## src/rtl/song_player.sv

```systemverilog
// rtl/song_player.sv - sequenced note-enable player driven by a small writable song memory
// Each entry plays its note mask for (dur+1) beats, then a silent gap, until the last-step entry.
module song_player #(
  parameter int BEAT_TICKS = 12500000,
  parameter int GAP_TICKS  = 1250000,
  parameter int SONG_LEN   = 16
) (
  input  logic                        clk,
  input  logic                        reset,
  input  logic                        start,
  input  logic                        stop,
  input  logic                        loop,
  input  logic                        wr_en,
  input  logic [$clog2(SONG_LEN)-1:0] wr_addr,
  input  logic [10:0]                 wr_data,
  output logic                        En_C,
  output logic                        En_D,
  output logic                        En_E,
  output logic                        En_F,
  output logic                        En_G,
  output logic                        En_A,
  output logic                        En_B,
  output logic                        En_C2,
  output logic                        busy,
  output logic                        done,
  output logic [$clog2(SONG_LEN)-1:0] step
);

  localparam int AW   = $clog2(SONG_LEN);
  localparam int MAXT = (4 * BEAT_TICKS > GAP_TICKS) ? 4 * BEAT_TICKS : GAP_TICKS;
  localparam int CW   = $clog2(MAXT + 1);

  // Counters are loaded with length-1 and count down to zero.
  localparam logic [CW-1:0] NOTE1_M1 = CW'(BEAT_TICKS - 1);
  localparam logic [CW-1:0] NOTE2_M1 = CW'(2 * BEAT_TICKS - 1);
  localparam logic [CW-1:0] NOTE3_M1 = CW'(3 * BEAT_TICKS - 1);
  localparam logic [CW-1:0] NOTE4_M1 = CW'(4 * BEAT_TICKS - 1);
  localparam logic [CW-1:0] GAP_M1   = CW'(GAP_TICKS - 1);

  typedef enum logic [1:0] {
    S_IDLE = 2'd0,
    S_NOTE = 2'd1,
    S_GAP  = 2'd2
  } state_t;

  state_t          state_q, state_d;
  logic [CW-1:0]   cnt_q, cnt_d;
  logic [AW-1:0]   step_q, step_d;
  logic [10:0]     entry_q, entry_d;
  logic [7:0]      en_q, en_d;
  logic            busy_q, busy_d;
  logic            done_q, done_d;

  logic [10:0]     mem_q [SONG_LEN];
  logic            last_w;
  logic [AW-1:0]   nstep_w;
  logic [10:0]     nent_w;

  function automatic logic [CW-1:0] note_len_m1(input logic [1:0] dur);
    case (dur)
      2'd0:    return NOTE1_M1;
      2'd1:    return NOTE2_M1;
      2'd2:    return NOTE3_M1;
      default: return NOTE4_M1;
    endcase
  endfunction

  // Song memory has no reset so a stored song survives a player reset.
  always_ff @(posedge clk) begin
    if (wr_en && !reset && state_q == S_IDLE) begin
      mem_q[wr_addr] <= wr_data;
    end
  end

  assign last_w  = entry_q[10] || (step_q == AW'(SONG_LEN - 1));
  assign nstep_w = last_w ? '0 : step_q + 1'b1;
  assign nent_w  = mem_q[nstep_w];

  always_comb begin
    state_d = state_q;
    cnt_d   = cnt_q;
    step_d  = step_q;
    entry_d = entry_q;
    en_d    = en_q;
    busy_d  = busy_q;
    done_d  = 1'b0;

    if (stop) begin
      state_d = S_IDLE;
      cnt_d   = '0;
      step_d  = '0;
      en_d    = '0;
      busy_d  = 1'b0;
    end else begin
      case (state_q)
        S_IDLE: begin
          if (start) begin
            state_d = S_NOTE;
            step_d  = '0;
            entry_d = mem_q[0];
            en_d    = mem_q[0][7:0];
            cnt_d   = note_len_m1(mem_q[0][9:8]);
            busy_d  = 1'b1;
          end
        end
        S_NOTE: begin
          if (cnt_q == '0) begin
            state_d = S_GAP;
            cnt_d   = GAP_M1;
            en_d    = '0;
          end else begin
            cnt_d = cnt_q - 1'b1;
          end
        end
        S_GAP: begin
          if (cnt_q != '0) begin
            cnt_d = cnt_q - 1'b1;
          end else if (!last_w || loop) begin
            state_d = S_NOTE;
            step_d  = nstep_w;
            entry_d = nent_w;
            en_d    = nent_w[7:0];
            cnt_d   = note_len_m1(nent_w[9:8]);
          end else begin
            state_d = S_IDLE;
            busy_d  = 1'b0;
            done_d  = 1'b1;
          end
        end
        default: begin
          state_d = S_IDLE;
          cnt_d   = '0;
          step_d  = '0;
          en_d    = '0;
          busy_d  = 1'b0;
        end
      endcase
    end
  end

  always_ff @(posedge clk or posedge reset) begin
    if (reset) begin
      state_q <= S_IDLE;
      cnt_q   <= '0;
      step_q  <= '0;
      entry_q <= '0;
      en_q    <= '0;
      busy_q  <= 1'b0;
      done_q  <= 1'b0;
    end else begin
      state_q <= state_d;
      cnt_q   <= cnt_d;
      step_q  <= step_d;
      entry_q <= entry_d;
      en_q    <= en_d;
      busy_q  <= busy_d;
      done_q  <= done_d;
    end
  end

  assign En_C  = en_q[0];
  assign En_D  = en_q[1];
  assign En_E  = en_q[2];
  assign En_F  = en_q[3];
  assign En_G  = en_q[4];
  assign En_A  = en_q[5];
  assign En_B  = en_q[6];
  assign En_C2 = en_q[7];
  assign busy  = busy_q;
  assign done  = done_q;
  assign step  = step_q;

endmodule

```

## config.mk

```make
export PLATFORM = sky130hd
export DESIGN_NAME = song_player
export DESIGN_NICKNAME = d
export VERILOG_FILES = /design/src/rtl/song_player.sv
export SDC_FILE = /design/constraint.sdc
export NUM_CORES = 1
export LEC_CHECK = 0
export CAP_MARGIN = 20
export CORE_AREA = 2 2 138 140
export DETAILED_ROUTE_END_ITERATION = 10
export DIE_AREA = 0 0 140 142
export DONT_BUFFER_PORTS = 1
export GPL_TIMING_DRIVEN = 0
export PLACE_DENSITY = 0.7
export SLEW_MARGIN = 25
export SYNTH_ARGS = -nofsm -noshare
export SYNTH_HDL_FRONTEND = slang
export SYNTH_SLANG_ARGS = --single-unit
```

## constraint.sdc

```tcl
create_clock -name clk -period 5.3 [get_ports clk]
set_input_delay 0.53 -clock clk [delete_from_list [all_inputs] [get_ports clk]]
set_output_delay 0.53 -clock clk [all_outputs]
set_load 0.01 [all_outputs]
```

Word level (Yosys, flattened, before mapping)
Memory sizes are Yosys's and may differ from the RTL's.
Index checks and enable logic that the tools add are counted.
{ "word_totals": {"input_bits": 21, "output_inout_bits": 14, "ram_bits": 176, "wordCells": 87, "register_bits": 53, "memories": 1} }
{ "op_classes": {"muxes": 41, "n_bitwise": 1, "add_sub_neg": 2, "n_eq_ne": 17, "n_reduce_logical": 18} }
{ "memory_table": {"columns": ["memory", "depth", "width", "rd", "rd_ports_with_merged_regs", "write_ports", "line", "text"], "rows": [
  ["mem_q", 16, 11, 2, 0, 1, "54", "logic [10:0] mem_q [SONG_LEN];"]
]} }
{ "op_table": {"columns": ["operator", "count"], "rows": [
  ["26-bit one-hot mux with 3 select lines", 3],
  ["26-bit 2-to-1 mux", 5],
  ["8-bit 2-to-1 mux", 5],
  ["11-bit 2-to-1 mux", 3],
  ["26-bit logical NOT", 1],
  ["26-bit nonzero test", 1],
  ["26-bit by 1-bit subtractor with 26-bit output, second input constant", 1],
  ["8-bit one-hot mux with 3 select lines", 1],
  ["11-bit one-hot mux with 2 select lines", 1],
  ["4-bit 2-to-1 mux", 5],
  ["3-bit inequality test, second input constant", 5],
  ["4-bit one-hot mux with 3 select lines", 1],
  ["4-bit AND reduction", 3],
  ["1-bit 2-to-1 mux", 11],
  ["2-bit 2-to-1 mux", 4],
  ["2-bit inequality test, second input constant", 4],
  ["2-bit by 1-bit == test with 1-bit output, second input constant", 3],
  ["2-bit == test, second input constant", 3],
  ["2-bit logical NOT", 3],
  ["2-bit one-hot mux with 3 select lines", 1],
  ["5-bit AND reduction", 1],
  ["4-bit by 1-bit adder with 4-bit output, second input constant", 1],
  ["4-bit == test, second input constant", 1],
  ["4-bit inequality test, second input constant", 1],
  ["other kinds (8)", 11]
]} }

Logic depth before layout (Yosys ltp)
An unclocked memory read counts as a cell.
{ "depth": {"depth_word": 10, "depth_mapped": 16, "ltp_nobuf": 13} }

Worst setup path after synthesis
Ideal clock, no wire load.
{ "synth_timing": {"path_type": "register to register", "start": "reg step_q[0] (netlist: step[0])", "end": "reg cnt_q[15]", "path_slack_ns": 1.710, "stages_incl_launch_ff": 13, "n_path_buf": 2, "period_less_slack_ns": 3.590, "required_time_ns": 5.217, "setup_time_ns": 0.083, "arrival_time_ns": 3.507, "cell_sequence": "dfrtp_1 -> ha_1 -> buf_2 -> a311oi_2 -> buf_2 -> mux4_2 -> a21oi_1 -> mux2i_1 -> ha_1 -> or3_1 -> a221oi_1 -> o21ai_0 -> o21ai_0"} }
{ "synth_via": {"elab_chain_len": 10, "word_cells_on_any_way": 17, "classes_between": "add/sub (1); eq/ne (4); mux (6); reduce/logical (5); memory (1)"} }
{ "synth_rtl": {"columns": ["item", "line", "text"], "rows": [
  ["from (decl)", "48", "logic [AW-1:0] step_q, step_d;"],
  ["from (signal assigned)", "153", "step_q <= step_d;"],
  ["parallel branches: the longest is 10 deep, another holds memory 16 x 11 bit", null, null],
  ["to (signal assigned)", "152", "cnt_q <= cnt_d;"],
  ["to (decl)", "47", "logic [CW-1:0] cnt_q, cnt_d;"]
]} }
Several ways; the timed one is not identified. The select of a mux whose other input is x is not followed.
A chain may end at the register's enable or synchronous reset.

Final worst setup path
{ "layout_timing": {"start": "reg step_q[0] (netlist: step[0])", "end": "reg cnt_q[23]"} }
Same word-level chain as after synthesis.

==> metrics.yaml <==
status:
  status: "finished, violations left"
  violations: "DRC"
cts:
  clk_latency_ns: 0.55
  clock_sinks: 219
  cts_resized: 0
  htreeDepth: 1
  cts_tree: "done"
  cts-hold-fix-buffers: 1
  clkTransAtPathRegs_ns: 0.07
  post_cts.repair.setup_buffers: 0
  cts_buffers: 24
  cts_buffer_depth: 3
  root_buffer: "clkbuf_16"
setup_path:
  crit_required_ns: 5.75
  critical_path.slowest_cell: "dfrtp_1"
  cp_cell_sequence: "ha_1, buf_2, a311o_1, clkbuf_1, clkbuf_1, clkbuf_1, a221oi_1, nor3_1, a21oi_1, mux2i_1, ha_1, or3_1, a21oi_1, o31ai_1, a21oi_1"
  rrSetupSlack_ns: 0.68
  worst_setup_path_end_kind: "flop"
  path_class: "flop to flop"
  critPathMaxStageDelay_ns: 0.54
  cp_max_fo: 10
  arrival_ns: 5.07
  start_kind: "flop"
flow_run:
  drv_cap: 0
place:
  port_buffers: 0
  gp_congestion: 0.911
  hpwl_um: 18100
  placed_cell_area_um2: 10300
route:
  vias_per_cell: 6.71
  wl_met1_um: 10700
  routed.top_layer: "met4"
  ant_nets: 0
  drc_errors: 2
  drt-wirelength-per-cell_um: 25.5
  wl_met3_um: 2550
  wl_met2_um: 12200
  dr_total_vias: 6933
  drt_iter0_markers: 830
  drt-total-wl_um: 26400
  firstDrtPassIters: 8
floorplanning:
  rows: 50
  ios: 35
  die_height_um: 142
  start_util: 0.540
  core_um2: 18500
  die_x_um: 140
  die_area_um2: 19900
logic_synthesis:
  yosysTopAreaCell: "edfxtp_1"
  synth_seq_area_share: 0.639
  yosysUniqueCellTypes: 74
  synth_edf_count: 176
  synth.most_common_cell: "edfxtp_1"
  ys_ff_latch: 219
  synth_cells: 750
  ys_warn_count: 0
  syn_avg_cell_area_um2: 13.3
  synth_nets: 782
  netlist.area_leader.share: 0.531
  ys.flop_type: "edfxtp_1"
  synthTopCellsByCount: "176 x edfxtp_1, 46 x nand2_1, 46 x nor2_1"
  synthTopCellsByArea: "edfxtp_1 53%, dfrtp_1 11%, mux4_2 2.7%"
  async_reset_ff_frac: 0.196
  syn_area_um2: 9960
sta:
  finClkSkew_ns: 0.0226
  fin_tns_setup_ns: 0
  finalCriticalPeriod_ns: 4.62
  setup_viol: 0
  grt_setup_unrepaired: "no"
  slew_viol_final: 0
  slew_headroom: 0.361
  worst_pin_slew_ns: 0.948
  post-route-period-util: 0.871
  hold_violations: 0
  fmax_mhz: 217
finish:
  drive_gt1_frac: 0.133
  multi_input_area_um2: 3410
  antenna_cells: 0
  nets: 815
  regArea_um2: 6360
  postLayoutCellArea_um2: 11100
  syn_to_final_growth_pct: 11.5
  fillers: 1422
grt:
  grt_pass1_wl_um: 40200
  grt_pass1_vias: 6801
  overflow: 0
  grt_max_degree: 31
  antenna_found_initial: 0
  grt_usage: 0.268
power_and_ir_drop:
  powerDensity_nw_per_um2: 363
  ir_drop_v: 0.000303
  p_leak_nw: 3.68
min_path:
  hold_class: "input port to flop"
## per-stage QoR
step	worst slack, ns	util	power (mW)	cells	hold slack, ns
after CTS	0.705	0.599	4.03	1033	0.0662
final	0.683	0.602	4.03	1033	0.0803
after global placement	0.627	0.555	2.51	984	0.538
after global routing	0.425	0.602	4.17	1033	0.0631
after detailed placement	0.728	0.561	2.53	990	0.414
after floorplan	1.71	-	2.38	750	0.488
## metal layers
metal | GRT usage | vias to the layer above
met5 | 0.00752 | -
met1 | 0.379 | 3483
met3 | 0.0575 | 70
met2 | 0.418 | 329
met4 | 0.0941 | 0
li1 | - | 3051
## worst max-delay path: cells and delay by family (launching register included)
family                     cells  cell delay (ns)
adders and majority gates      2             0.54
buffers and inverters          4             1.50
and+or+nand+nor                2             0.69
AOI/OAI and AO/OA              6             0.99
DFF                            1             0.54
muxes                          1             0.27
## final cells by class
cell class                 count  share of cell area
inverter                      15             0.00507
buffer                        49              0.0184
clock inverter                11             0.00732
multi-input combinational    467               0.307
sequential                   219               0.573
tap                          234              0.0264
clock buffer                  31              0.0564
timing repair buffer           7             0.00642
## cells by family after synthesis
logic type / Yosys count / synth area share
mux: 29 / 0.0457
flops: 219 / 0.639
xor+xnor: 10 / 0.00880
fa+ha+maj: 11 / 0.0138
simple gates: 210 / 0.112
buf+inv: 64 / 0.0261
compound gates: 207 / 0.154
## worst paths after layout
path | from | end | cells past startpoint
max | step[0]$_DFFE_PP0P_ | cnt_q[23]$_DFFE_PP0P_ | 15
max in group asynchronous | reset | cnt_q[23]$_DFFE_PP0P_ | 3
min reg2reg | cnt_q[15]$_DFFE_PP0P_ | cnt_q[15]$_DFFE_PP0P_ | 2
min | wr_data[8] | mem_q[1][8]$_DFFE_PP_ | 0
max reg2reg | step[0]$_DFFE_PP0P_ | cnt_q[23]$_DFFE_PP0P_ | 15
min in group asynchronous | reset | en_q[6]$_DFFE_PP0P_ | 2
## where the power goes
group,leakage [nW],total [mW],switching (mW),internal (mW)
Clock,0.342,1.51,0.675,0.839
Sequential,2.15,1.97,0.0620,1.91
Combinational,1.19,0.541,0.347,0.194
Total,3.68,4.03,1.08,2.94
## sequential cells by signal (all words and copies together), names as in the netlist
register / flops
entry_q: 1
done: 1
busy: 1
en_q: 8
cnt_q: 26
state_q: 2
mem_q: 176
step: 4
## cell usage in the layout, fill, tap and decap left out, drive strengths merged, types with 11 or more instances in the layout
cell and instances:
dfrtp 43, a21oi 23, mux4 12, buf 20, nand2 46, clkbuf 66
inv 15, a311oi 15, a211oi 23, edfxtp 176, nor4 13, nor2 46
a22oi 19, nor3 32, a21o 12, mux2i 11, nand3 12, a221oi 25
ha 11, o21ai 30
Note: power is estimated with default switching activity, not from simulation.
